File: src/rtl/udp_decoder_pkg.sv
// rtl/udp_decoder_pkg.sv - shared UDP decoder definitions: states, header constants, one's-complement add
// Contents: state_e (IDLE/HDR1/PAYLOAD/DRAIN/DONE), UDP_HDR_BYTES, IP_PROTO_UDP, ones_add().
package udp_decoder_pkg;

    localparam logic [15:0] UDP_HDR_BYTES = 16'd8;
    localparam logic [7:0]  IP_PROTO_UDP  = 8'd17;

    typedef enum logic [2:0] {
        S_IDLE    = 3'd0,
        S_HDR1    = 3'd1,
        S_PAYLOAD = 3'd2,
        S_DRAIN   = 3'd3,
        S_DONE    = 3'd4
    } state_e;

    // 16-bit one's-complement add; a single end-around fold is enough because
    // FFFF+FFFF = 1FFFE folds to FFFF without a second carry.
    function automatic logic [15:0] ones_add(input logic [15:0] a, input logic [15:0] b);
        logic [16:0] s;
        s = {1'b0, a} + {1'b0, b};
        return s[15:0] + {15'd0, s[16]};
    endfunction

endpackage

File: src/rtl/udp_decoder_ones_comp_add16.sv
// rtl/udp_decoder_ones_comp_add16.sv - combinational 16+16 one's-complement adder with end-around carry
// Ports: a_i, b_i (16-bit operands); sum_o (16-bit folded sum).
module ones_comp_add16 (
    input  logic [15:0] a_i,
    input  logic [15:0] b_i,
    output logic [15:0] sum_o
);

    logic [16:0] raw;

    assign raw   = {1'b0, a_i} + {1'b0, b_i};
    assign sum_o = raw[15:0] + {15'd0, raw[16]};

endmodule

File: src/rtl/udp_decoder.sv
// rtl/udp_decoder.sv - UDP header parser / payload forwarder behind the IP decoder
// Optional macro: UDP_CHKSUM_EN enables pseudo-header + datagram checksum verification.
// Inputs : clk, reset (async active-low), in_data/in_valid/in_last word stream, in_ok,
//          in_protocol, in_src_ip, in_dest_ip.
// Outputs: src_port, dest_port, udp_length, udp_chksum (registered header fields),
//          out_data/out_valid/out_keep/out_last payload stream, fin pulse with ok/err status.
module udp_decoder
    import udp_decoder_pkg::*;
#(
    parameter logic [15:0] MAX_LEN = 16'd1472
) (
    input  logic        clk,
    input  logic        reset,
    input  logic [31:0] in_data,
    input  logic        in_valid,
    input  logic        in_last,
    input  logic        in_ok,
    input  logic [7:0]  in_protocol,
    input  logic [31:0] in_src_ip,
    input  logic [31:0] in_dest_ip,
    output logic [15:0] src_port,
    output logic [15:0] dest_port,
    output logic [15:0] udp_length,
    output logic [15:0] udp_chksum,
    output logic [31:0] out_data,
    output logic        out_valid,
    output logic [3:0]  out_keep,
    output logic        out_last,
    output logic        fin,
    output logic        ok,
    output logic        err
);

    state_e      state_q, state_d;
    logic [15:0] src_q, src_d, dst_q, dst_d, len_q, len_d, chk_q, chk_d;
    logic [15:0] rem_q, rem_d;
    logic [31:0] odata_q, odata_d;
    logic        ovalid_q, ovalid_d, olast_q, olast_d;
    logic [3:0]  okeep_q, okeep_d;
    logic        ok_q, ok_d, err_q, err_d, bad_q, bad_d;
    logic        done_go;
    logic        chk_fail;
    logic [3:0]  pay_keep;
    logic [15:0] take;

    // Bytes of the current payload word that still belong to the datagram.
    always_comb begin
        pay_keep = 4'b0000;
        if (rem_q >= 16'd4) begin
            pay_keep = 4'b1111;
        end else begin
            case (rem_q[1:0])
                2'd3:    pay_keep = 4'b1110;
                2'd2:    pay_keep = 4'b1100;
                2'd1:    pay_keep = 4'b1000;
                default: pay_keep = 4'b0000;
            endcase
        end
    end

    assign take = (rem_q >= 16'd4) ? 16'd4 : rem_q;

`ifdef UDP_CHKSUM_EN
    logic [15:0] sum_q, sum_d, pseudo, acc_base, word_fold, sum_next, chk_eff;
    logic [31:0] acc_data;
    logic        sum_en;

    always_comb begin
        pseudo = ones_add(ones_add(ones_add(in_src_ip[31:16], in_src_ip[15:0]),
                                   ones_add(in_dest_ip[31:16], in_dest_ip[15:0])),
                          {8'h00, IP_PROTO_UDP});
        acc_data = in_data;
        acc_base = sum_q;
        sum_en   = 1'b0;
        case (state_q)
            S_IDLE, S_DONE: begin
                // Word 0 restarts the accumulator from the pseudo-header.
                acc_base = pseudo;
                sum_en   = in_valid;
            end
            S_HDR1: begin
                // udp_length appears twice: once in the pseudo-header, once in the header.
                acc_base = ones_add(sum_q, in_data[31:16]);
                sum_en   = in_valid;
            end
            S_PAYLOAD: begin
                // Bytes past udp_length are zeroed, which also pads an odd final byte.
                acc_data = in_data & {{8{pay_keep[3]}}, {8{pay_keep[2]}},
                                      {8{pay_keep[1]}}, {8{pay_keep[0]}}};
                sum_en   = in_valid;
            end
            default: sum_en = 1'b0;
        endcase
    end

    ones_comp_add16 u_fold (
        .a_i   (acc_data[31:16]),
        .b_i   (acc_data[15:0]),
        .sum_o (word_fold)
    );

    ones_comp_add16 u_acc (
        .a_i   (acc_base),
        .b_i   (word_fold),
        .sum_o (sum_next)
    );

    assign sum_d    = sum_en ? sum_next : sum_q;
    // The checksum field is still on in_data when HDR1 itself finishes the datagram.
    assign chk_eff  = (state_q == S_HDR1) ? in_data[15:0] : chk_q;
    assign chk_fail = (chk_eff != 16'h0000) && (sum_d != 16'hFFFF);

    always_ff @(posedge clk or negedge reset) begin
        if (!reset) sum_q <= 16'h0000;
        else        sum_q <= sum_d;
    end
`else
    logic unused_ip;
    assign unused_ip = &{1'b0, in_src_ip, in_dest_ip};
    assign chk_fail  = 1'b0;
`endif

    always_comb begin
        state_d  = state_q;
        src_d    = src_q;
        dst_d    = dst_q;
        len_d    = len_q;
        chk_d    = chk_q;
        rem_d    = rem_q;
        odata_d  = odata_q;
        ovalid_d = 1'b0;
        okeep_d  = 4'b0000;
        olast_d  = 1'b0;
        ok_d     = ok_q;
        err_d    = err_q;
        bad_d    = bad_q;
        done_go  = 1'b0;

        case (state_q)
            S_IDLE, S_DONE: begin
                if (in_valid) begin
                    src_d = in_data[31:16];
                    dst_d = in_data[15:0];
                    ok_d  = 1'b0;
                    err_d = 1'b0;
                    bad_d = !in_ok || (in_protocol != IP_PROTO_UDP);
                    if (in_last) begin
                        bad_d   = 1'b1;
                        state_d = S_DONE;
                        done_go = 1'b1;
                    end else if (bad_d) begin
                        state_d = S_DRAIN;
                    end else begin
                        state_d = S_HDR1;
                    end
                end else if (state_q == S_DONE) begin
                    state_d = S_IDLE;
                end
            end
            S_HDR1: begin
                if (in_valid) begin
                    len_d = in_data[31:16];
                    chk_d = in_data[15:0];
                    rem_d = in_data[31:16] - UDP_HDR_BYTES;
                    if (in_last) begin
                        bad_d   = 1'b1;
                        state_d = S_DONE;
                        done_go = 1'b1;
                    end else if ((in_data[31:16] < UDP_HDR_BYTES) || (in_data[31:16] > MAX_LEN)) begin
                        bad_d   = 1'b1;
                        state_d = S_DRAIN;
                    end else if (in_data[31:16] == UDP_HDR_BYTES) begin
                        state_d = S_DONE;
                        done_go = 1'b1;
                    end else begin
                        state_d = S_PAYLOAD;
                    end
                end
            end
            S_PAYLOAD: begin
                if (in_valid) begin
                    odata_d  = in_data;
                    ovalid_d = 1'b1;
                    okeep_d  = pay_keep;
                    rem_d    = rem_q - take;
                    if (rem_d == 16'd0) begin
                        olast_d = 1'b1;
                        if (in_last) begin
                            state_d = S_DONE;
                            done_go = 1'b1;
                        end else begin
                            state_d = S_DRAIN;
                        end
                    end else if (in_last) begin
                        olast_d = 1'b1;
                        bad_d   = 1'b1;
                        state_d = S_DONE;
                        done_go = 1'b1;
                    end
                end
            end
            S_DRAIN: begin
                if (in_valid && in_last) begin
                    state_d = S_DONE;
                    done_go = 1'b1;
                end
            end
            default: state_d = S_IDLE;
        endcase

        // Status is registered on entry to DONE so it lines up with the fin cycle.
        if (done_go) begin
            ok_d  = !(bad_d || chk_fail);
            err_d = bad_d || chk_fail;
        end
    end

    always_ff @(posedge clk or negedge reset) begin
        if (!reset) begin
            state_q  <= S_IDLE;
            src_q    <= 16'h0000;
            dst_q    <= 16'h0000;
            len_q    <= 16'h0000;
            chk_q    <= 16'h0000;
            rem_q    <= 16'h0000;
            odata_q  <= 32'h0000_0000;
            ovalid_q <= 1'b0;
            okeep_q  <= 4'b0000;
            olast_q  <= 1'b0;
            ok_q     <= 1'b0;
            err_q    <= 1'b0;
            bad_q    <= 1'b0;
        end else begin
            state_q  <= state_d;
            src_q    <= src_d;
            dst_q    <= dst_d;
            len_q    <= len_d;
            chk_q    <= chk_d;
            rem_q    <= rem_d;
            odata_q  <= odata_d;
            ovalid_q <= ovalid_d;
            okeep_q  <= okeep_d;
            olast_q  <= olast_d;
            ok_q     <= ok_d;
            err_q    <= err_d;
            bad_q    <= bad_d;
        end
    end

    assign src_port   = src_q;
    assign dest_port  = dst_q;
    assign udp_length = len_q;
    assign udp_chksum = chk_q;
    assign out_data   = odata_q;
    assign out_valid  = ovalid_q;
    assign out_keep   = okeep_q;
    assign out_last   = olast_q;
    assign fin        = (state_q == S_DONE);
    assign ok         = ok_q;
    assign err        = err_q;

endmodule

File: config.mk
export PLATFORM = sky130hd
export DESIGN_NAME = udp_decoder
export DESIGN_NICKNAME = d
export VERILOG_FILES = /design/src/rtl/udp_decoder_pkg.sv /design/src/rtl/udp_decoder_ones_comp_add16.sv /design/src/rtl/udp_decoder.sv
export SDC_FILE = /design/constraint.sdc
export NUM_CORES = 1
export LEC_CHECK = 0
export BUFFER_PORTS_ARGS = -buffer_cell sky130_fd_sc_hd__buf_2
export CORE_ASPECT_RATIO = 1.25
export CORE_UTILIZATION = 38
export DETAILED_ROUTE_END_ITERATION = 8
export SYNTH_ARGS = -nofsm -noshare
export SYNTH_HDL_FRONTEND = slang
export SYNTH_SLANG_ARGS = --single-unit
File: constraint.sdc
create_clock -name clk -period 4.8 [get_ports clk]
set_input_delay 0.24 -clock clk [delete_from_list [all_inputs] [get_ports clk]]
set_output_delay 0.24 -clock clk [all_outputs]
set_load 0.05 [all_outputs]
Word-level counts from Yosys, hierarchy flattened
Index checks and enable logic that the tools add are counted.
Storage, ports and cells
  flip-flop bits (word level): 124
  output and inout port bits: 105
  logic and storage cells: 98
Operators by class
  add/sub/neg operators: 2
  $lt $le $gt $ge: 3
  equality and inequality tests: 14
  mux-type cells: 48
  reduce and logical (&&, ||, !) cells: 18
Operators with widths (count)
  $mux 16: 3
  $mux 3: 12
  $pmux 16 s2: 1
  $mux 1: 24
  $eq 16x4->1 const B: 1
  $ge 16x3->1 const B: 1
  $gt 16x11->1 const B: 1
  $logic_not 16->1: 1
  $lt 16x4->1 const B: 1
  $sub 16x16->16: 1
  $sub 16x4->16 const B: 1
  $mux 4: 3
  $pmux 3 s4: 1
  $pmux 4 s3: 1
  $ne 8x5->1 const B: 1
  $reduce_and 2->1: 4
  $eq 3x2->1 const B: 2
  $ne 2x2->1 const B: 3
  $ne 3x3->1 const B: 2
  $pmux 1 s3: 2
  $reduce_bool 2->1: 3
  $reduce_and 5->1: 1
  $eq 2x2->1 const B: 2
  $eq 3x1->1 const B: 1
  other kinds (10): 12

Longest topological paths before layout
  depth after elaboration: 9
  mapped depth: 12

Least setup slack after synthesis
No wires, ideal clock.
  path type: reg2reg
  from: reg rem_q[4]
  to: reg bad_q
  arrival time: 2.474 ns
  required time: 4.658 ns
  setup slack: 2.183 ns
  stages on the path, launching flop included: 13
  path buffers: 1
  clock period less this slack: 2.617 ns
  path through: dfrtp_1 > buf_6 > or3_4 > nor3_2 > nand2_1 > nand2_1 > ha_1 > nor2_1 > nor3b_1 > a31oi_1 > a221oi_2 > and4_1 > o21ai_0
Between the ends
  cells in the longest elaborated chain, start to end: 7
RTL lines
  start: declaration: RTL line udp_decoder.sv:36  | logic [15:0] rem_q, rem_d;
  start signal: assignment: RTL line udp_decoder.sv:239  | rem_q <= rem_d;
  $ge 16x3->1: RTL line udp_decoder.sv:61  | assign take = (rem_q >= 16'd4) ? 16'd4 : rem_q;
  $mux 16: RTL line udp_decoder.sv:61
  $sub 16x16->16 (*): RTL line udp_decoder.sv:185  | rem_d = rem_q - take;
  $logic_not 16->1 (*): RTL line udp_decoder.sv:186  | if (rem_d == 16'd0) begin
  $mux 1 (*): RTL line udp_decoder.sv:186
  $mux 1 (*): RTL line udp_decoder.sv:181  | if (in_valid) begin
  $pmux 1 s3 (*): RTL line udp_decoder.sv:139  | case (state_q)
  net bad_d: RTL line udp_decoder.sv:40  | logic ok_q, ok_d, err_q, err_d, bad_q, bad_d;
  end signal: assignment: RTL line udp_decoder.sv:232  | bad_q <= 1'b0;
  end signal: assignment: RTL line udp_decoder.sv:246  | bad_q <= bad_d;
  end: declaration: RTL line udp_decoder.sv:40
Mark *: on every way through the listed nets, which the timed path passes. The rest lies on a longest branch.
A chain may end at the register's enable or synchronous reset.

Final worst setup path
  from: reg rem_q[10]
  to: reg bad_q
The elaborated chain is that of the path after synthesis.

==> summary.md <==
| Metric | Value |
|---|---|
| Quantity of gates resized following cts | 0 |
| Netlist cell types | between 50 and 60 |
| Ys Warns | 0 |
| Sequential share of power | 29.7% |
| Syn nets | 685 |
| Setup TNS | 0 ns |
| Max VDD drop | about 0.53 mV |
| Final antenna-violating net count | 0 |
| WL/cell | 16.9 microns |
| Net Sw Frac | 50.0% |
| Vias in the first global route | about 5.0k |
| Synth area leaders | dfrtp_1 (54%), nand2_1 (11%), mux2_2 (9.3%), o21ai_0 (2.0%), nor2_1 (1.6%) |
| Status | finished with violations |
| CTS sink count | 124 |
| Antenna cells | 0 |
| Die area | about 15000 sq um |
| Slew headroom | 29.4% |
| Tmin final | 3.11 ns |
| R2r setup slk | 1.69 ns |
| Worst reg2reg path startpoint | rem_q[10] |
| Post-synthesis compound-gate area fraction | roughly 10% |
| Hold crit path type | input pin to async pin |
| Max Slew Vio Count | 0 |
| Final WL | 15300 microns |
| Largest net degree at the start of global routing | 82 |
| Clock network fraction of total power | 20.7% |
| Register area | around 3100 sq um |
| Int Power | ~3.2 mW |
| Rows | 49 |
| Max-cap violation count | 0 |
| CTS tree | yes |
| CTS buffer count | 17 |
| Area grow syn2layout | 25.5% |
| Setup bufs post-CTS | 0 |
| Crit start category | flip-flop |
| Worst Path Max Fanout | 8 |
| Gpl congestion | 0.894 |
| Dominant cell type by area after synthesis | dfrtp_1 |
| Clk root buf | clkbuf_16 |
| Register bit total from synthesis | 124 |
| Die Wd | 112 microns |
| Asr flop ratio synth | 100% |
| Post-synthesis mux area share | a little under a tenth |
| Max clock buf depth | 2 |
| Layout cells sized above 1 | 33.3% |
| CTS Hold Bufs | 0 |
| Worst slew pin tran | 1.06 ns |
| CP arrival | ~3.4 ns |
| Critical Path End Type | flip-flop |
| Clock slew at reported path FFs | 0.06 ns |
| Die Span Y | 139 microns |
| Period utilization | 64.8% |
| Fmax | 321 MHz |
| Worst R2R End | bad_q |
| Pwr/cell area | 880 nW/um^2 |
| Simple-Gate Fraction of Synth Area | about a fifth |
| Via/cell ratio | 5.28 |
| Residual DRC | 1 |
| FILL cells | 1358 |
| Req. time, crit path | approximately 5.1 ns |
| P_sw | 3.15 mW |
| RSZ-0062 raised after global routing | no |
| Logic pwr share | 49.6% |
| Setup CP Type | flip-flop to flip-flop |
| Core Region | about 15000 sq um |
| Worst Skew | around 0.0080 ns |
| Number of synthesized flops with an enable pin | 0 |
| Vias | 4787 |
| Synth Area in XOR/XNOR | 1.84% |
| HPWL Detailed | 10500 microns |
| Cells after synthesis | 573 |
| DRT iter0 DRCs | 276 |
| P_leak | 3.52 nW |
| Final number of setup-violating endpoints | 0 |
| Final core utilization | 49.3% |
| Violated checks | design-rule violations |
| GRT Total Usage | a little over a fifth |
| Reg2Reg Depth | 11 |
| Area of the multi-input gates | 2400 sq um |
| DR pass1 iterations | 7 |
| Cell area after synthesis | ~5700 sq um |
| First-pass GRT wire length | 25600 microns |
| Clock latency on the worst-skew pair | 0.41 ns |
| Post-synthesis sequential area ratio | 54.4% |
| Ports | 214 |
| Buffers on Ports | 149 |
| Final Hold Violating Endpoints | 0 |
| GR Overflow Total | 0 |
| Initial antenna violation count | 0 |
| CTS H-tree lvls | 4 |
| Final #Nets | 828 |
| Initial Utilization | between 30% and 40% |
| Post-synth top flop | dfrtp_1 |
| Post-Synth Adder-Cell Area | 0.658% |
| Area share of the largest cell type after synthesis | around 54% |
| Mean Syn Cell Area | 9.95 sq um |
| Largest family of logic cells by synthesized area | simple AND/OR/NAND/NOR gates |
state kept, by name, summed over array words and instances, names as in the netlist:
name and count:
bad_q 1, state_q 3, out_data 32, dest_port 16, udp_length 16, out_last 1, out_keep 4, src_port 16
ok 1, err 1, out_valid 1, rem_q 16, udp_chksum 16
area by class of cell:
| class | instances | area share (%) |
|---|---|---|
| tap | 178 | 3.11 |
| sequential | 124 | 43.4 |
| clock inverter | 13 | 2.31 |
| inverter | 9 | 0.472 |
| multi-input combinational | 408 | 33.5 |
| clock buffer | 19 | 6.05 |
| timing repair buffer | 156 | 11.2 |
worst max path at each step:
stage,start,to,slack [ns],depth (start not counted)
2_1_floorplan,rem_q[4],bad_q,2.18,12
3_3_place_gp,rem_q[10],bad_q,1.79,11
3_5_place_dp,rem_q[10],bad_q,1.75,11
4_1_cts,rem_q[10],bad_q,1.73,11
5_1_grt,rem_q[8],err,1.49,11
6_report,rem_q[10],bad_q,1.69,11
cells by family after synthesis:
kind of cell | count (synthesis)
other | 1
XOR/XNOR | 12
multiplexers | 48
buffers and inverters | 41
flip-flops | 124
AND/OR/NAND/NOR | 255
adder cells (fa/ha/maj) | 3
AO/OA/AOI/OAI | 89
Yosys cell counts, types with 2 or more instances:
cell       instances
dfrtp_1          124
inv_1              8
xor2_1             5
nand2_1          167
nand3_1           10
o21a_1             7
and4_1             4
a22o_1             3
o31ai_1            4
mux2_2            47
nor2_1            25
a22oi_1            3
buf_2              3
a31oi_1            9
nor3_1            13
o21ai_1            2
o22ai_1            6
or3_1              5
nor4_1             4
nand4_1            4
or2_2              2
nor3_2             2
a2bb2oi_1          5
nor2b_1            2
clkbuf_1          22
a21oi_1           18
nor3b_1            3
o21ai_0           23
xnor2_1            7
buf_6              4
and2_1             2
or4_1              2
buf_4              2
ha_1               3
power by group through the flow:
| stage | clock (mW) | sequential, mW | combinational, mW |
|---|---|---|---|
| final | 1.31 | 1.87 | 3.12 |
| after global placement | 0 | 1.85 | 3.10 |
| after floorplan | 0 | 3.24 | 0.993 |
| after global routing | 1.37 | 1.93 | 3.32 |
| after CTS | 1.32 | 1.87 | 3.15 |
| after detailed placement | 0 | 1.87 | 3.14 |
per-layer routing:
metal  vias to the layer above  share of wire, %  GRT usage (%)
met5                         -                 0              0
met4                         0               1.2           6.61
met3                        19               6.3           5.73
met2                       151                50           36.3
met1                      2363                42           25.0
li1                       2254                 -              -
worst max-delay path: stages (launching register included):
cell,delay (ns)
dfrtp_1,0.43
or3_1,0.40
nor3_2,0.46
nand2_1,0.18
nand2_1,0.11
ha_1,0.27
nor2_1,0.07
nor3b_1,0.18
a31oi_1,0.08
a221oi_2,0.38
and4_1,0.32
o21ai_0,0.09
cells in the final DEF, fill, tap and decap left out, types with 9 or more instances in the layout:
cell type and count:
nand2_1 167, mux2_2 47, clkbuf_16 17, dfrtp_1 124, a31oi_1 9, nor3_1 13, nor2_1 25, nand3_1 10
o21ai_0 23, buf_2 148, a21oi_1 18
per-stage QoR:
stage	cells	instance area, sq um	hold slack, ns	power, mW	setup WS (ns)
global route	907	7160	0.0563	6.62	1.49
finish	907	7160	0.00787	6.30	1.69
floorplan	573	5700	-0.0556	4.24	2.18
detailed placement	875	6560	0.458	5.01	1.75
CTS	907	7160	0.0409	6.33	1.73
global placement	875	6560	0.453	4.95	1.79
Power figures use the tool's default switching activity.
